--- src/rtl/fpmul_result_capture_pkg.sv ---
// Shared definitions for the fpmul result capture block: float field layout,
// class codes and the buffered entry format.
package fpmul_result_capture_pkg;

   localparam int unsigned EXP_W    = 8;
   localparam int unsigned MAN_W    = 23;
   localparam int unsigned EXP_POS  = 23;
   localparam int unsigned SIGN_BIT = 31;

   localparam logic [2:0] FPC_ZERO = 3'd0;
   localparam logic [2:0] FPC_SUB  = 3'd1;
   localparam logic [2:0] FPC_NORM = 3'd2;
   localparam logic [2:0] FPC_INF  = 3'd3;
   localparam logic [2:0] FPC_NAN  = 3'd4;

   typedef struct packed {
      logic [2:0]  cls;
      logic        omu;
      logic [31:0] data;
   } cap_entry_t;

   // Sign does not participate in the class; only exponent and mantissa do.
   function automatic logic [2:0] fp_class(input logic [EXP_W+MAN_W-1:0] x);
      logic [EXP_W-1:0] e;
      logic [MAN_W-1:0] m;
      e = x[EXP_POS +: EXP_W];
      m = x[MAN_W-1:0];
      if (e == '0)      return (m == '0) ? FPC_ZERO : FPC_SUB;
      else if (e == '1) return (m == '0) ? FPC_INF  : FPC_NAN;
      else              return FPC_NORM;
   endfunction

endpackage

--- src/rtl/fpmul_res_fifo.sv ---
// First-word-fall-through FIFO with a registered head word, level and full flag.
module fpmul_res_fifo #(
   parameter int unsigned DEPTH = 8,
   parameter int unsigned DW    = 36
) (
   input  logic                     clk,
   input  logic                     rst,
   input  logic                     push,
   input  logic                     pop,
   input  logic [DW-1:0]            din,
   output logic [DW-1:0]            head,
   output logic                     vld,
   output logic                     full,
   output logic [$clog2(DEPTH):0]   level
);
   localparam int unsigned AW = $clog2(DEPTH);
   localparam int unsigned LW = AW + 1;

   logic [DW-1:0] mem [DEPTH];
   logic [AW-1:0] wr_ptr;
   logic [AW-1:0] rd_ptr;
   logic [AW-1:0] rd_next;
   logic          push_ok;
   logic          pop_ok;
   logic [LW-1:0] level_next;
   logic [DW-1:0] head_next;

   // A pop frees a slot, so a push into a full FIFO is accepted when it pops too.
   always_comb begin
      pop_ok     = pop & vld;
      push_ok    = push & (~full | pop_ok);
      rd_next    = rd_ptr + AW'(1);
      level_next = level;
      if (push_ok & ~pop_ok)      level_next = level + LW'(1);
      else if (pop_ok & ~push_ok) level_next = level - LW'(1);
      head_next = head;
      if (pop_ok && (level > LW'(1)))               head_next = mem[rd_next];
      else if (push_ok && ((level == '0) || pop_ok)) head_next = din;
   end

   always_ff @(posedge clk) begin
      if (push_ok) mem[wr_ptr] <= din;
   end

   // Head holds its last word while empty.
   always_ff @(posedge clk) begin
      if (rst) begin
         wr_ptr <= '0;
         rd_ptr <= '0;
         level  <= '0;
         vld    <= 1'b0;
         full   <= 1'b0;
         head   <= '0;
      end else begin
         if (push_ok) wr_ptr <= wr_ptr + AW'(1);
         if (pop_ok)  rd_ptr <= rd_next;
         level <= level_next;
         vld   <= (level_next != '0);
         full  <= (level_next == LW'(DEPTH));
         head  <= head_next;
      end
   end

endmodule

--- src/rtl/fpmul_result_capture.sv ---
// Realigns fpmul issue tags with the product, classifies and buffers tagged
// results, and keeps sticky overflow and event counters.
module fpmul_result_capture
   import fpmul_result_capture_pkg::*;
#(
   parameter int unsigned LAT   = 1,
   parameter int unsigned DEPTH = 8,
   parameter int unsigned CNTW  = 16
) (
   input  logic                    clk,
   input  logic                    rst,
   input  logic                    issue_vld,
   input  logic [31:0]             c,
   input  logic                    omu,
   output logic                    out_vld,
   input  logic                    out_rdy,
   output logic [31:0]             out_data,
   output logic                    out_omu,
   output logic [2:0]              out_class,
   output logic [$clog2(DEPTH):0]  level,
   output logic                    ovf_err,
   output logic [CNTW-1:0]         drop_cnt,
   output logic [CNTW-1:0]         omu_cnt,
   input  logic                    clr_err
);
   logic [LAT-1:0] tag_pipe;
   logic           tag_out;
   logic           full;
   logic           drop;
   cap_entry_t     entry;
   cap_entry_t     head;

   assign tag_out = tag_pipe[LAT-1];

   always_comb begin
      entry      = '0;
      entry.cls  = fp_class(c);
      entry.omu  = omu;
      entry.data = c;
      // Full implies a valid head, so only out_rdy can rescue the push.
      drop       = tag_out & full & ~out_rdy;
   end

   fpmul_res_fifo #(
      .DEPTH (DEPTH),
      .DW    ($bits(cap_entry_t))
   ) u_fifo (
      .clk   (clk),
      .rst   (rst),
      .push  (tag_out),
      .pop   (out_rdy),
      .din   (entry),
      .head  (head),
      .vld   (out_vld),
      .full  (full),
      .level (level)
   );

   assign out_data  = head.data;
   assign out_omu   = head.omu;
   assign out_class = head.cls;

   // Tag pipe and saturating counters; a drop coinciding with clr_err wins.
   always_ff @(posedge clk) begin
      if (rst) begin
         tag_pipe <= '0;
         ovf_err  <= 1'b0;
         drop_cnt <= '0;
         omu_cnt  <= '0;
      end else begin
         tag_pipe <= LAT'({tag_pipe, issue_vld});
         if (drop) begin
            ovf_err  <= 1'b1;
            drop_cnt <= clr_err ? CNTW'(1)
                      : ((drop_cnt != '1) ? drop_cnt + CNTW'(1) : drop_cnt);
         end else if (clr_err) begin
            ovf_err  <= 1'b0;
            drop_cnt <= '0;
         end
         if (tag_out && omu && (omu_cnt != '1)) omu_cnt <= omu_cnt + CNTW'(1);
      end
   end

endmodule

--- config.mk ---
export PLATFORM = sky130hd
export DESIGN_NAME = fpmul_result_capture
export DESIGN_NICKNAME = d
export VERILOG_FILES = /design/src/rtl/fpmul_result_capture_pkg.sv /design/src/rtl/fpmul_res_fifo.sv /design/src/rtl/fpmul_result_capture.sv
export SDC_FILE = /design/constraint.sdc
export NUM_CORES = 1
export LEC_CHECK = 0
export ABC_AREA = 1
export CAP_MARGIN = 20
export CELL_PAD_IN_SITES_DETAIL_PLACEMENT = 0
export CELL_PAD_IN_SITES_GLOBAL_PLACEMENT = 1
export CORE_ASPECT_RATIO = 1.5
export CORE_UTILIZATION = 45
export CTS_BUF_LIST = sky130_fd_sc_hd__clkbuf_4
export DETAILED_ROUTE_END_ITERATION = 8
export PLACE_DENSITY_LB_ADDON = 0.1
export RECOVER_POWER = 50
export SLEW_MARGIN = 20
export SYNTH_ARGS = -nofsm -noshare
export SYNTH_HDL_FRONTEND = slang
export SYNTH_HIERARCHICAL = 1
export SYNTH_SLANG_ARGS = --single-unit
--- constraint.sdc ---
create_clock -name clk -period 4 [get_ports clk]
set_clock_uncertainty 0.2 [all_clocks]
set_input_delay 0.4 -clock clk [delete_from_list [all_inputs] [get_ports clk]]
set_output_delay 0.4 -clock clk [all_outputs]
set_load 0.02 [all_outputs]
==> results of run 1 <==
## cell families (layout without fill, tap and decap cells)
group | after synthesis | count (layout) | synth area share
other | 0 | 1 | 0
adders and majority gates | 8 | 8 | 0.00620
AOI/OAI and AO/OA | 187 | 187 | 0.0643
DFF | 370 | 370 | 0.637
buffers and inverters | 150 | 378 | 0.0438
and+or+nand+nor | 937 | 937 | 0.243
xor gates and xnor gates | 11 | 11 | 0.00597
## flip-flops by register name, indices dropped and copies added (netlist names)
register and flops:
u_fifo/head 36, u_fifo/mem 288, u_fifo/level 4, u_fifo/rd_ptr 3, u_fifo/wr_ptr 3, u_fifo/full 1, ovf_err 1, drop_cnt 16
tag_out 1, u_fifo/vld 1, omu_cnt 16
## critical path, stage by stage (launching register included)
cell	delay, ns
dfxtp_4	0.38
ha_4	0.17
xnor2_2	0.15
clkbuf_1	1.76
nand3_1	0.36
nand3_1	0.20
a21oi_1	0.09
## layer usage
layer  vias up  track usage
li1       5935            -
met1      5719        0.251
met2       329        0.430
met3        76       0.0427
met4         0        0.105
met5         -            0
## area by class of cell
cell class / instances / area share
Multi-Input combinational cell: 1143 / 0.273
Clock inverter: 22 / 0.00611
Clock buffer: 143 / 0.0569
Timing Repair Buffer: 141 / 0.0719
Sequential cell: 370 / 0.546
Inverter: 72 / 0.0147
Antenna cell: 1 / 0.000133
Tap cell: 473 / 0.0314
## worst max path at each step
stage          slack, ns                           from                           end
5_1_grt             0.49  u_fifo/rd_ptr[0]$_SDFFE_PP0P_   u_fifo/head[3]$_SDFFE_PP0P_
3_5_place_dp        0.79                        out_rdy   u_fifo/mem[7][22]$_DFFE_PP_
3_3_place_gp        0.83                        out_rdy   u_fifo/mem[7][21]$_DFFE_PP_
6_report            0.57  u_fifo/rd_ptr[0]$_SDFFE_PP0P_   u_fifo/head[3]$_SDFFE_PP0P_
4_1_cts             1.18     u_fifo/level[0]$_SDFF_PP0_  u_fifo/head[24]$_SDFFE_PP0P_
2_1_floorplan       0.74          u_fifo/vld$_SDFF_PP0_    u_fifo/mem[1][0]$_DFFE_PP_
## metrics by stage
| step | cells | setup WS (ns) | area [µm²] |
|---|---|---|---|
| 3_5_place_dp | 2198 | 0.786 | 17800 |
| 3_3_place_gp | 2198 | 0.833 | 17800 |
| 6_report | 2365 | 0.568 | 18900 |
| 2_1_floorplan | 1663 | 0.742 | 16200 |
| 4_1_cts | 2364 | 1.18 | 19000 |
| 5_1_grt | 2365 | 0.486 | 18900 |
## cell usage after synthesis (2+ instances only)
library cell and instances:
dfxtp_1 82, nor2_1 159, nand3_1 136, xor2_1 5, ha_1 8, nor4_1 2, o21ai_0 114, buf_2 31
inv_1 64, a21oi_1 44, buf_4 3, inv_2 7, edfxtp_1 288, nor3_1 2, xnor2_1 6, nand4_1 11
nand2_2 6, nand3_2 10, a21oi_2 19, clkbuf_1 25, buf_6 11, nand2_1 595, nor2_4 5, nand2_4 3
buf_1 7, o21ai_1 6, nand3_4 2
## report_power, final
part / switching, W / internal (W) / leakage (nW)
Combinational: 0.00132 / 0.000620 / 3.14
Sequential: 0.0000967 / 0.00430 / 3.28
Clock: 0.00148 / 0.00169 / 0.722
==> qor.yml, run 1 <==
outcome:
  status: "complete, but fails checks"
  violations: "capacitance limit, slew limit"
clock_network:
  cts_root_buf: "clkbuf_4"
  post_cts_buffers: 0
  clockBufferDepth: 3
  numCtsBuffers: 90
  postCtsHoldBufs: 1
  cts_tree: "done"
  cts-htree-levels: 3
  cts_resized: 0
  cts_sinks: 370
  clk_pin_slew_ns: 0.07
  clk_latency_ns: 0.77
timing:
  relSlewSlack: -0.631
  period_share: 0.858
  tightest_slew_ns: 2.45
  rsz0062_at_grt: "false"
  fmaxAchievable_mhz: 291
  slew_viol_final: 109
  finalSetupViolCount: 0
  fin_crit_ns: 3.43
  setup_tns_ns: 0
  hold_slack_ns: 0.172
  hold_viol: 0
synthesis:
  syn-num-nets: 1709
  ys.flop_type: "edfxtp_1"
  synth_top_cell_by_area: "edfxtp_1"
  ys_seq_elements: 370
  yosysWarnings: 6
  yosysSeqAreaShare: 0.637
  post_synth_instance_area_mm2: 0.0162
  synth_edf_count: 288
  syn_area_per_cell_um2: 9.71
  yosysTopAreaCellShare: 0.535
  ys_async_sr_fraction: 0
  synth.distinct_cells: 39
  ys_top_cells_by_area: "edfxtp_1 54%, nand2_1 14%, dfxtp_1 10%"
  synth_cells: 1663
worst_setup_path:
  cp_data_arrival_time_ns: 3.87
  cp-start-kind: "flip-flop"
  reg2reg_slack_ns: 0.57
  end_kind: "flip-flop"
  crit_fanout: 37
  crit_required_ns: 4.43
  timing.rr.start: "u_fifo/rd_ptr[0]$_SDFFE_PP0P_"
  crit_type: "reg2reg"
  reg2regPathDepth: 6
  regToRegEndpoint: "u_fifo/head[3]$_SDFFE_PP0P_"
pwr:
  p_leak_nw: 7.14
  power_w: 0.00949
  pwr_density_cell_mw_per_mm2: 503
  peakVddDrop_mv: 0.287
die:
  die_x_um: 157
  start_util: 0.459
  dieArea_mm2: 0.0367
  ioPinCount: 112
  die_y_um: 234
  rows: 84
  core_mm2: 0.0352
drt:
  drt_iter0_drc: 605
  highest_layer: "met4"
  drtPass1Iterations: 5
  wl_met2_mm: 21.8
  ant_nets: 0
  drt-wirelength-per-cell_um: 17.2
  totalWireLength_mm: 40.7
  via_per_inst: 5.10
  wl_met1_mm: 15.7
  route.detailed.drc: 0
  via_count: 12100
  routed-wl-met3_mm: 2.18
min_path:
  min-delay-start: "rst"
  hold_end: "omu_cnt[11]$_SDFFE_PP0P_"
  hold-path-cell-count: 2
  hold_class: "in2reg"
grt:
  gr-total-overflow: 0
  grt_pass1_vias: 12000
  grtUsageTotal: 0.231
  grt_pass1_wl_mm: 64.0
  grt_start_max_net_pins: 109
  antenna_found_initial: 1
layout:
  final_nets: 1864
  seqCellArea_mm2: 0.0103
  multiInputGateArea_mm2: 0.00514
  area_delta_synth_final_pct: 16.7
  final_cell_mix: "600 x nand2_1, 288 x edfxtp_1, 155 x nor2_1"
  final_core_util: 0.535
  fill_cells: 3279
  layout-drive-gt1-share: 0.117
  layout_commonest_cell: "nand2_1"
placed_design:
  gp_congestion: 0.823
  hpwl_mm: 23.2
  io_buffers: 111
job:
  drv_cap: 4
(Power assumes the default switching activity.)
==> run 2, diff against run 1 <==
Settings changed: ABC_AREA 1 to unset.
==> run 2 against run 1 <==
  * Clock-buffer cell count shrank 18
  * Worst hold slack gained 0.088 ns
  * The run now ends clean
  * Cell area shrank 4.8%
  * Wire length shrank 14%
  * Clock power grew 2%
  * Critical endpoint is now u_fifo/mem[4][19]$_DFFE_PP_
==> qor.yml, run 2 <==
outcome:
  status: "finished, final reports clean"
layout:
  area_delta_synth_final_pct: 18.9
  fill_cells: 2808  # -14%
  top_register: "u_fifo/mem"
  reg.largest.list: "u_fifo/mem x288, u_fifo/head x36"
  largest_register_ffs: 288  # unchanged
  layout.cells.non_filler: 1664  # -30%
  final_core_util: 0.546  # +0.0110
  final_area_mm2: 0.0179  # -4.8%
  layout-drive-gt1-share: 0.227  # +0.110
  final_nets: 1216  # -35%
  layout_commonest_cell: "edfxtp_1"
  final_cell_mix: "288 x edfxtp_1, 125 x clkbuf_4, 82 x dfxtp_1"
worst_setup_path:
  regToRegEndpoint: "u_fifo/mem[4][19]$_DFFE_PP_"
  crit_required_ns: 4.16  # -0.27 ns
  end_kind: "flip-flop"
  cp-start-kind: "flip-flop"
  timing.rr.start: "u_fifo/vld$_SDFF_PP0_"
  crit_type: "reg2reg"
  reg2reg_slack_ns: 0.76  # +0.20 ns
  reg2regPathDepth: 4  # -2
  cp_data_arrival_time_ns: 3.39  # -0.48 ns
  crit_fanout: 14  # -62%
clock_network:
  numCtsBuffers: 89  # -1.1%
  cts_tree: "done"
  cts_root_buf: "clkbuf_4"
  cts-htree-levels: 3  # unchanged
  cts_resized: 0  # unchanged
  cts_sinks: 370  # unchanged
  clk_latency_ns: 0.75  # -0.02 ns
  clockBufferDepth: 3  # unchanged
  clk_pin_slew_ns: 0.07  # about the same
grt:
  gr-total-overflow: 0  # unchanged
  grt_pass1_vias: 9858  # -18%
  grt_start_max_net_pins: 67  # -39%
  grtUsageTotal: 0.213  # -0.0172
  grt_pass1_wl_mm: 54.4  # -15%
  antenna_found_initial: 4  # +3
synthesis:
  ys_async_sr_fraction: 0  # unchanged
  yosysSeqAreaShare: 0.682  # +0.0449
  synth_top_cell_by_area: "edfxtp_1"
  synth_most_common_cell: "edfxtp_1"
  post_synth_instance_area_mm2: 0.0151  # -6.6%
  yosysTopAreaCellShare: 0.573  # +0.0377
  synth.distinct_cells: 62  # +59%
  synth_cells: 995  # -40%
  ys_top_cells_by_area: "edfxtp_1 57%, dfxtp_1 11%, mux2_2 5.6%"
  syn-num-nets: 1041  # -39%
  yosysWarnings: 6  # unchanged
  ys.flop_type: "edfxtp_1"
  ys_seq_elements: 370  # unchanged
  syn_area_per_cell_um2: 15.2  # +56%
  synth_edf_count: 288  # unchanged
  synth_commonest_cells: "288 x edfxtp_1, 82 x dfxtp_1, 75 x mux2_2, 41 x mux2i_1, 40 x nor2b_1"
die:
  die_x_um: 152  # -3.3%
  rows: 81  # -3.6%
  ioPinCount: 112  # unchanged
  dieArea_mm2: 0.0343  # -6.5%
  core_mm2: 0.0328  # -6.7%
  start_util: 0.459  # +0.000789
  die_y_um: 226  # -3.3%
min_path:
  hold-path-cell-count: 4  # +2
  hold_end: "ovf_err$_SDFFE_PP0P_"
  hold_class: "in2reg"
  min-delay-start: "clr_err"
placed_design:
  dpl_cell_area_mm2: 0.0168  # -5.7%
  io_buffers: 111  # unchanged
  placedCellCount: 1492  # -32%
  hpwl_mm: 20.1  # -13%
  gp_congestion: 0.789  # -4.1%
timing:
  tightest_slew_ns: 1.16  # -1.28 ns
  fin_crit_ns: 3.24  # -0.196 ns
  period_share: 0.809  # -0.0489
  hold_viol: 0  # unchanged
  fmaxAchievable_mhz: 309  # +6.0%
  slew_viol_final: 0  # -100%
  finalSetupViolCount: 0  # unchanged
  relSlewSlack: 0.223  # +0.854
  rsz0062_at_grt: "false"
  hold_slack_ns: 0.260  # +0.0884 ns
pwr:
  pwr_density_cell_mw_per_mm2: 523  # +3.9%
  peakVddDrop_mv: 0.241  # -16%
  power_w: 0.00939  # -1.1%
  p_leak_nw: 5.77  # -19%
drt:
  ant_nets: 0  # unchanged
  totalWireLength_mm: 35.2  # -14%
  drt-wirelength-per-cell_um: 21.2  # +23%
  via_per_inst: 5.68  # +11%
  route.detailed.drc: 0  # unchanged
  drt_iter0_drc: 468  # -23%
  via_count: 9451  # -22%
  drtPass1Iterations: 4  # -1
job:
  drv_cap: 0  # -4
[run 2: what timing repair did]
item,4_1_cts,5_1_grt
setup buffers,0,0
hold buffers,2,0
hold endpoints to repair,11,0
[run 2: where the power goes]
part	switching (W)	internal, W
clock	0.00150	0.00172
combinational	0.00101	0.000754
sequential	0.000118	0.00429
total	0.00262	0.00676
[run 2: worst max-delay path by stage]
stage / cells past startpoint / end / startpoint / slack (ns)
after floorplan: 4 / u_fifo/mem[4][0]$_DFFE_PP_ / u_fifo/vld$_SDFF_PP0_ / -0.07
after global placement: 7 / u_fifo/head[35]$_SDFFE_PP0P_ / out_rdy / 0.96
after detailed placement: 7 / u_fifo/head[11]$_SDFFE_PP0P_ / out_rdy / 0.86
after CTS: 7 / u_fifo/head[20]$_SDFFE_PP0P_ / u_fifo/rd_ptr[0]$_SDFFE_PP0P_ / 1.05
after global routing: 4 / u_fifo/mem[4][10]$_DFFE_PP_ / u_fifo/vld$_SDFF_PP0_ / 0.58
final: 4 / u_fifo/mem[4][19]$_DFFE_PP_ / u_fifo/vld$_SDFF_PP0_ / 0.76
[run 2: cell type report]
cell class,instances,area [µm²],share of cell area
inverters,8,30.0,0.00167
well taps,415,519,0.0289
multi-input cells,557,4520,0.252
clock inverters,41,274,0.0153
repair buffers,144,1360,0.0757
diodes,4,10.0,0.000558
flip-flops and latches,370,10300,0.573
clock buffers,125,938,0.0523
[run 2: critical path, stage by stage (launching register included)]
cell      delay [ns]
dfxtp_1         0.39
and2_0          0.48
o21ai_0         0.47
nor3_1          0.41
clkbuf_1        0.90
[run 2: per-layer routing]
layer | up-vias | wire length [µm] | GRT usage
met5 | - | 0 | 0
met1 | 4723 | 14500 | 0.246
met3 | 50 | 1590 | 0.0457
met2 | 226 | 18400 | 0.376
li1 | 4452 | - | -
met4 | 0 | 796 | 0.0945
[run 2: logic make-up (layout without fill, tap and decap cells)]
kind of cell / Yosys count / count (layout) / share of synthesized area
AOI/OAI and AO/OA: 220 / 220 / 0.124
xor gates and xnor gates: 9 / 9 / 0.00522
adders and majority gates: 8 / 8 / 0.00663
buffers and inverters: 68 / 318 / 0.0227
DFF: 370 / 370 / 0.682
muxes: 116 / 116 / 0.0832
other: 0 / 4 / 0
and+or+nand+nor: 204 / 204 / 0.0761
[run 2: metrics by stage]
stage | worst slack, ns | TNS (ns)
finish | 0.763 | 0
floorplan | -0.0706 | -7.62
global placement | 0.960 | 0
detailed placement | 0.858 | 0
global route | 0.584 | 0
CTS | 1.05 | 0
